[src/rtl/guess_scoreboard.sv]
// Win/loss BCD tallies fed by the game FSM's win/lose levels, multiplexed onto
// a 4-digit active-low 7-segment display.
module guess_scoreboard #(
  parameter int REFRESH_DIV = 100_000,
  parameter int CNT_W       = 17
) (
  input  logic       clk,
  input  logic       reset,
  input  logic       win,
  input  logic       lose,
  input  logic       clr_scores,
  output logic [7:0] win_bcd,
  output logic [7:0] lose_bcd,
  output logic [6:0] seg,
  output logic [3:0] an
);

  localparam logic [CNT_W-1:0] CNT_LAST = CNT_W'(REFRESH_DIV - 1);
  localparam logic [6:0]       GLYPH_0  = 7'b1000000;

  logic             win_prev_q, lose_prev_q;
  logic             win_evt_q, lose_evt_q;
  logic             win_evt_d, lose_evt_d;
  logic [7:0]       win_q, win_d;
  logic [7:0]       lose_q, lose_d;
  logic [CNT_W-1:0] cnt_q, cnt_d;
  logic [1:0]       idx_q, idx_d;
  logic [3:0]       an_q, an_d;
  logic [6:0]       seg_q, seg_d;
  logic [3:0]       digit;

  function automatic logic [7:0] bcd_inc(input logic [7:0] v);
    logic [7:0] r;
    if (v[3:0] == 4'd9) begin
      if (v[7:4] == 4'd9) r = 8'h00;
      else                r = {v[7:4] + 4'd1, 4'd0};
    end else begin
      r = {v[7:4], v[3:0] + 4'd1};
    end
    return r;
  endfunction

  function automatic logic [6:0] seg_decode(input logic [3:0] d);
    logic [6:0] s;
    case (d)
      4'd0:    s = 7'b1000000;
      4'd1:    s = 7'b1111001;
      4'd2:    s = 7'b0100100;
      4'd3:    s = 7'b0110000;
      4'd4:    s = 7'b0011001;
      4'd5:    s = 7'b0010010;
      4'd6:    s = 7'b0000010;
      4'd7:    s = 7'b1111000;
      4'd8:    s = 7'b0000000;
      4'd9:    s = 7'b0010000;
      default: s = 7'h7F;
    endcase
    return s;
  endfunction

  // Events are registered first, so a tally moves one edge after the rising
  // level is sampled; a clear kills both the pending and the arriving event.
  always_comb begin
    win_evt_d  = win  & ~win_prev_q  & ~clr_scores;
    lose_evt_d = lose & ~lose_prev_q & ~clr_scores;

    win_d  = win_q;
    lose_d = lose_q;
    if (clr_scores) begin
      win_d  = 8'h00;
      lose_d = 8'h00;
    end else begin
      if (win_evt_q)  win_d  = bcd_inc(win_q);
      if (lose_evt_q) lose_d = bcd_inc(lose_q);
    end
  end

  always_comb begin
    cnt_d = cnt_q + CNT_W'(1);
    idx_d = idx_q;
    if (cnt_q == CNT_LAST) begin
      cnt_d = '0;
      idx_d = idx_q + 2'd1;
    end
  end

  // Anode and glyph are both derived from idx_q and registered together.
  always_comb begin
    an_d  = 4'b1110;
    digit = lose_q[3:0];
    case (idx_q)
      2'd0: begin an_d = 4'b1110; digit = lose_q[3:0]; end
      2'd1: begin an_d = 4'b1101; digit = lose_q[7:4]; end
      2'd2: begin an_d = 4'b1011; digit = win_q[3:0];  end
      2'd3: begin an_d = 4'b0111; digit = win_q[7:4];  end
      default: ;
    endcase
    seg_d = seg_decode(digit);
  end

  always_ff @(posedge clk) begin
    if (reset) begin
      win_prev_q  <= 1'b1;
      lose_prev_q <= 1'b1;
      win_evt_q   <= 1'b0;
      lose_evt_q  <= 1'b0;
      win_q       <= 8'h00;
      lose_q      <= 8'h00;
      cnt_q       <= '0;
      idx_q       <= 2'd0;
      an_q        <= 4'b1110;
      seg_q       <= GLYPH_0;
    end else begin
      win_prev_q  <= win;
      lose_prev_q <= lose;
      win_evt_q   <= win_evt_d;
      lose_evt_q  <= lose_evt_d;
      win_q       <= win_d;
      lose_q      <= lose_d;
      cnt_q       <= cnt_d;
      idx_q       <= idx_d;
      an_q        <= an_d;
      seg_q       <= seg_d;
    end
  end

  assign win_bcd  = win_q;
  assign lose_bcd = lose_q;
  assign seg      = seg_q;
  assign an       = an_q;

endmodule

[config.mk]
export PLATFORM = sky130hd
export DESIGN_NAME = guess_scoreboard
export DESIGN_NICKNAME = d
export VERILOG_FILES = /design/src/rtl/guess_scoreboard.sv
export SDC_FILE = /design/constraint.sdc
export NUM_CORES = 1
export LEC_CHECK = 0
export ABC_CLOCK_PERIOD_IN_PS = 1800
export CELL_PAD_IN_SITES_DETAIL_PLACEMENT = 1
export CELL_PAD_IN_SITES_GLOBAL_PLACEMENT = 1
export CORE_AREA = 5 5 85 87
export DETAILED_ROUTE_END_ITERATION = 12
export DIE_AREA = 0 0 90 92
export PLACE_DENSITY_LB_ADDON = 0.1
export SLEW_MARGIN = 20
export SYNTH_ARGS = -nofsm -noshare
export SYNTH_HDL_FRONTEND = slang
export SYNTH_SLANG_ARGS = --single-unit
[constraint.sdc]
create_clock -name clk -period 1.8 [get_ports clk]
set_input_delay 0.36 -clock clk [delete_from_list [all_inputs] [get_ports clk]]
set_output_delay 0.36 -clock clk [all_outputs]
set_load 0.01 [all_outputs]
==> results.py <==
metrics = {
    "run_status": {
        "status": "finished with violations",
        "violations": "setup timing",
    },
    "setup_path": {
        "max_stage_delay_ns": 0.55,
        "critPathSlowestCell": "or4b_4",
        "crit_family": "compound AO/OA/AOI/OAI gates",
        "worstPathCellList": "inv_4 > ha_4 > a222oi_1 > mux2i_4 > or4b_4 > a31oi_2",
        "crit_path_start": "idx_q[0]$_SDFFE_PP0N_",
        "path_class": "flop to flop",
        "path_buf_inv": 1,
        "crit_path_start_kind": "flop",
        "crit_path_end_kind": "flop",
        "worstPathRequired_ns": 2.04,
        "reg2reg_from": "idx_q[0]$_SDFFE_PP0N_",
        "crit_path_max_fanout": 6,
        "worstPathArrival_ns": 2.27,
    },
    "routing": {
        "vias": 2012,
        "drc_errors": 0,
        "highest_layer": "met4",
        "drt-met1-wl_um": 2489,
        "postRouteWirelength_um": 5721,
        "vias_per_cell": 5.107,
        "ant_nets": 0,
        "dr_wl_met2_um": 2956,
        "post_drt_wl_per_cell_um": 14.52,
        "first_iter_violations": 58,
        "drtPass1Iterations": 4,
        "wl_met3_um": 200,
    },
    "yosys": {
        "ys_warn_count": 0,
        "ys_types": 41,
        "ys_ff_latch": 50,
        "synth_area_mm2": 0.002258,
        "synth.largest_area_cell": "dfxtp_1",
        "synth.area.top_cells": "dfxtp_1 44%, nor2_1 6.0%, ha_1 4.4%, xor2_1 4.3%, xnor2_1 3.9%",
        "synth_nets": 268,
        "synth_edf_count": 0,
        "async_reset_ff_share_pct": 0,
        "syn_inst": 255,
        "ys_seq_area_share_pct": 44.32,
        "netlist.area_leader.share_pct": 44.32,
        "ys.flop_type": "dfxtp_1",
        "avgSynthCellArea_um2": 8.857,
    },
    "timing": {
        "finalHoldViolCount": 0,
        "timing.slew.headroom_pct": 65.37,
        "layout_min_cycle_time_ns": 2.034,
        "max_slew.worst_pin.slew_ns": 0.5194,
        "rsz0062_at_grt": "yes",
        "max_freq_mhz": 491.6,
        "clock_skew_ns": 0.003426,
        "timing.final.crit_share_pct": 113.0,
        "finalSetupViolCount": 7,
        "slew_viol_final": 0,
        "fin_ws_ns": -0.2340,
    },
    "floorplan": {
        "initial_core_util_pct": 35.98,
        "rows": 29,
        "io_pins": 32,
        "die_w_um": 90,
        "coreArea_mm2": 0.006277,
        "fp.dieH_um": 92,
        "dieArea_mm2": 0.008280,
    },
    "placed_design": {
        "place_area_mm2": 0.002873,
        "gp_congestion": 0.7656,
        "port_buffers": 31,
        "placed_cells": 382,
        "dp_hpwl_um": 4247,
    },
    "clocking": {
        "clock_latency_ns": 0.30,
        "cts_made_buffers": 5,
        "clock-sinks": 50,
        "clock-root-buffer": "clkbuf_8",
        "cts_tree": "built",
        "htree_levels": 2,
        "cts_hold_buf": 0,
        "cts.clk_slew.worst_paths_ns": 0.09,
        "cts_buffer_depth": 2,
    },
    "power": {
        "power_density_mw_per_mm2": 602.3,
        "ir_drop_mv": 0.2908,
        "p_leak_nw": 1.154,
    },
    "grt": {
        "track_usage_pct": 14.42,
        "grt_max_degree": 19,
        "grt_antenna_before_repair": 0,
        "first_global_vias": 2062,
        "grt_pass1_wl_um": 9942,
        "overflow": 0,
    },
    "hold_path": {
        "min_path_type": "flop to flop",
        "hp-start": "win_prev_q$_SDFF_PP1_",
    },
    "finish": {
        "final_cell_mix": "48 x dfxtp_1, 36 x nor2_1, 31 x clkdlybuf4s50_1",
        "drive_gt1_share_pct": 20.19,
        "diodes": 0,
        "layout_commonest_cell": "dfxtp_1",
        "final_nets": 329,
        "areaGrowthSynthToFinish_pct": 36.73,
        "finalNonFillerCells": 394,
        "post-route-cell-area_mm2": 0.003088,
    },
    "flow_run": {
        "maxCapViolCount": 0,
    },
}
[cell families after synthesis]
kind of cell | Yosys count | share of synthesized area [%]
AND/OR/NAND/NOR | 107 | 24.54
flip-flops | 50 | 44.32
AO/OA/AOI/OAI | 42 | 11.97
XOR/XNOR | 21 | 8.144
buffers and inverters | 20 | 3.434
adder cells (fa/ha/maj) | 8 | 4.432
multiplexers | 7 | 3.158
[Yosys cell counts (all sizes together), types with 7 or more instances]
| cell | count |
|---|---|
| a21oi | 13 |
| clkbuf | 7 |
| dfxtp | 50 |
| ha | 8 |
| inv | 12 |
| nand2 | 12 |
| nand3 | 13 |
| nor2 | 36 |
| o21ai | 13 |
| xnor2 | 10 |
| xor2 | 11 |
[registers in the layout (all words and copies together), names as in the netlist]
register	count
win_bcd	8
lose_bcd	8
seg	7
idx_q	2
an	4
win_evt_q	1
lose_evt_q	1
win_prev_q	1
cnt_q	17
lose_prev_q	1
[worst paths after layout]
kind	end	slack [ns]	depth (start not counted)
max	seg[0]$_SDFF_PP0_	-0.23	6
min	win_evt_q$_SDFF_PP0_	0.39	1
min reg2reg	win_evt_q$_SDFF_PP0_	0.39	1
max reg2reg	seg[0]$_SDFF_PP0_	-0.23	6
[repair_timing]
action,in CTS,in global routing
endpoints found under the setup margin,7,7
resized for setup,6,14
buffers inserted,2,2
pin swaps,5,7
[layout make-up]
type                    count  area, µm²
clock inverters             1      5.005
well taps                  77      96.34
repair buffers             62      555.5
fillers                   707       3189
inverters                  12      47.55
flip-flops and latches     50       1008
multi-input cells         185       1289
clock buffers               7      86.33
[per-layer routing]
metal  up-vias  track usage, %
li1       1013               -
met1       963           16.62
met2        30           26.40
met3         6           3.519
met4         0           4.094
met5         -               0
[per-stage QoR]
step / worst slack [ns] / power, mW / util [%] / hold WS, ns / TNS (ns)
after CTS: -0.1303 / 1.895 / 47.84 / 0.3986 / -0.6452
final: -0.2340 / 1.860 / 49.19 / 0.3928 / -1.049
after global placement: -0.1310 / 1.208 / 45.76 / 0.3751 / -0.4578
after detailed placement: -0.1921 / 1.209 / 45.76 / 0.3849 / -0.8580
after global routing: -0.3366 / 1.954 / 49.19 / 0.4146 / -1.750
after floorplan: -0.003802 / 1.179 / - / 0.3721 / -0.007604
[power breakdown]
group	switching [mW]	internal (mW)	total [mW]	leakage, nW
clock	0.370	0.311	0.681	0.0482
combinational	0.0318	0.0291	0.0610	0.700
sequential	0.00670	1.11	1.12	0.406
[worst reg2reg max path, stage by stage, from the launching register on]
cell and delay [ns]:
dfxtp_4 0.40, inv_4 0.05, ha_4 0.16, a222oi_1 0.50, mux2i_4 0.18, or4b_4 0.55
a31oi_2 0.14
No activity file was read; power rests on OpenSTA's default activity.
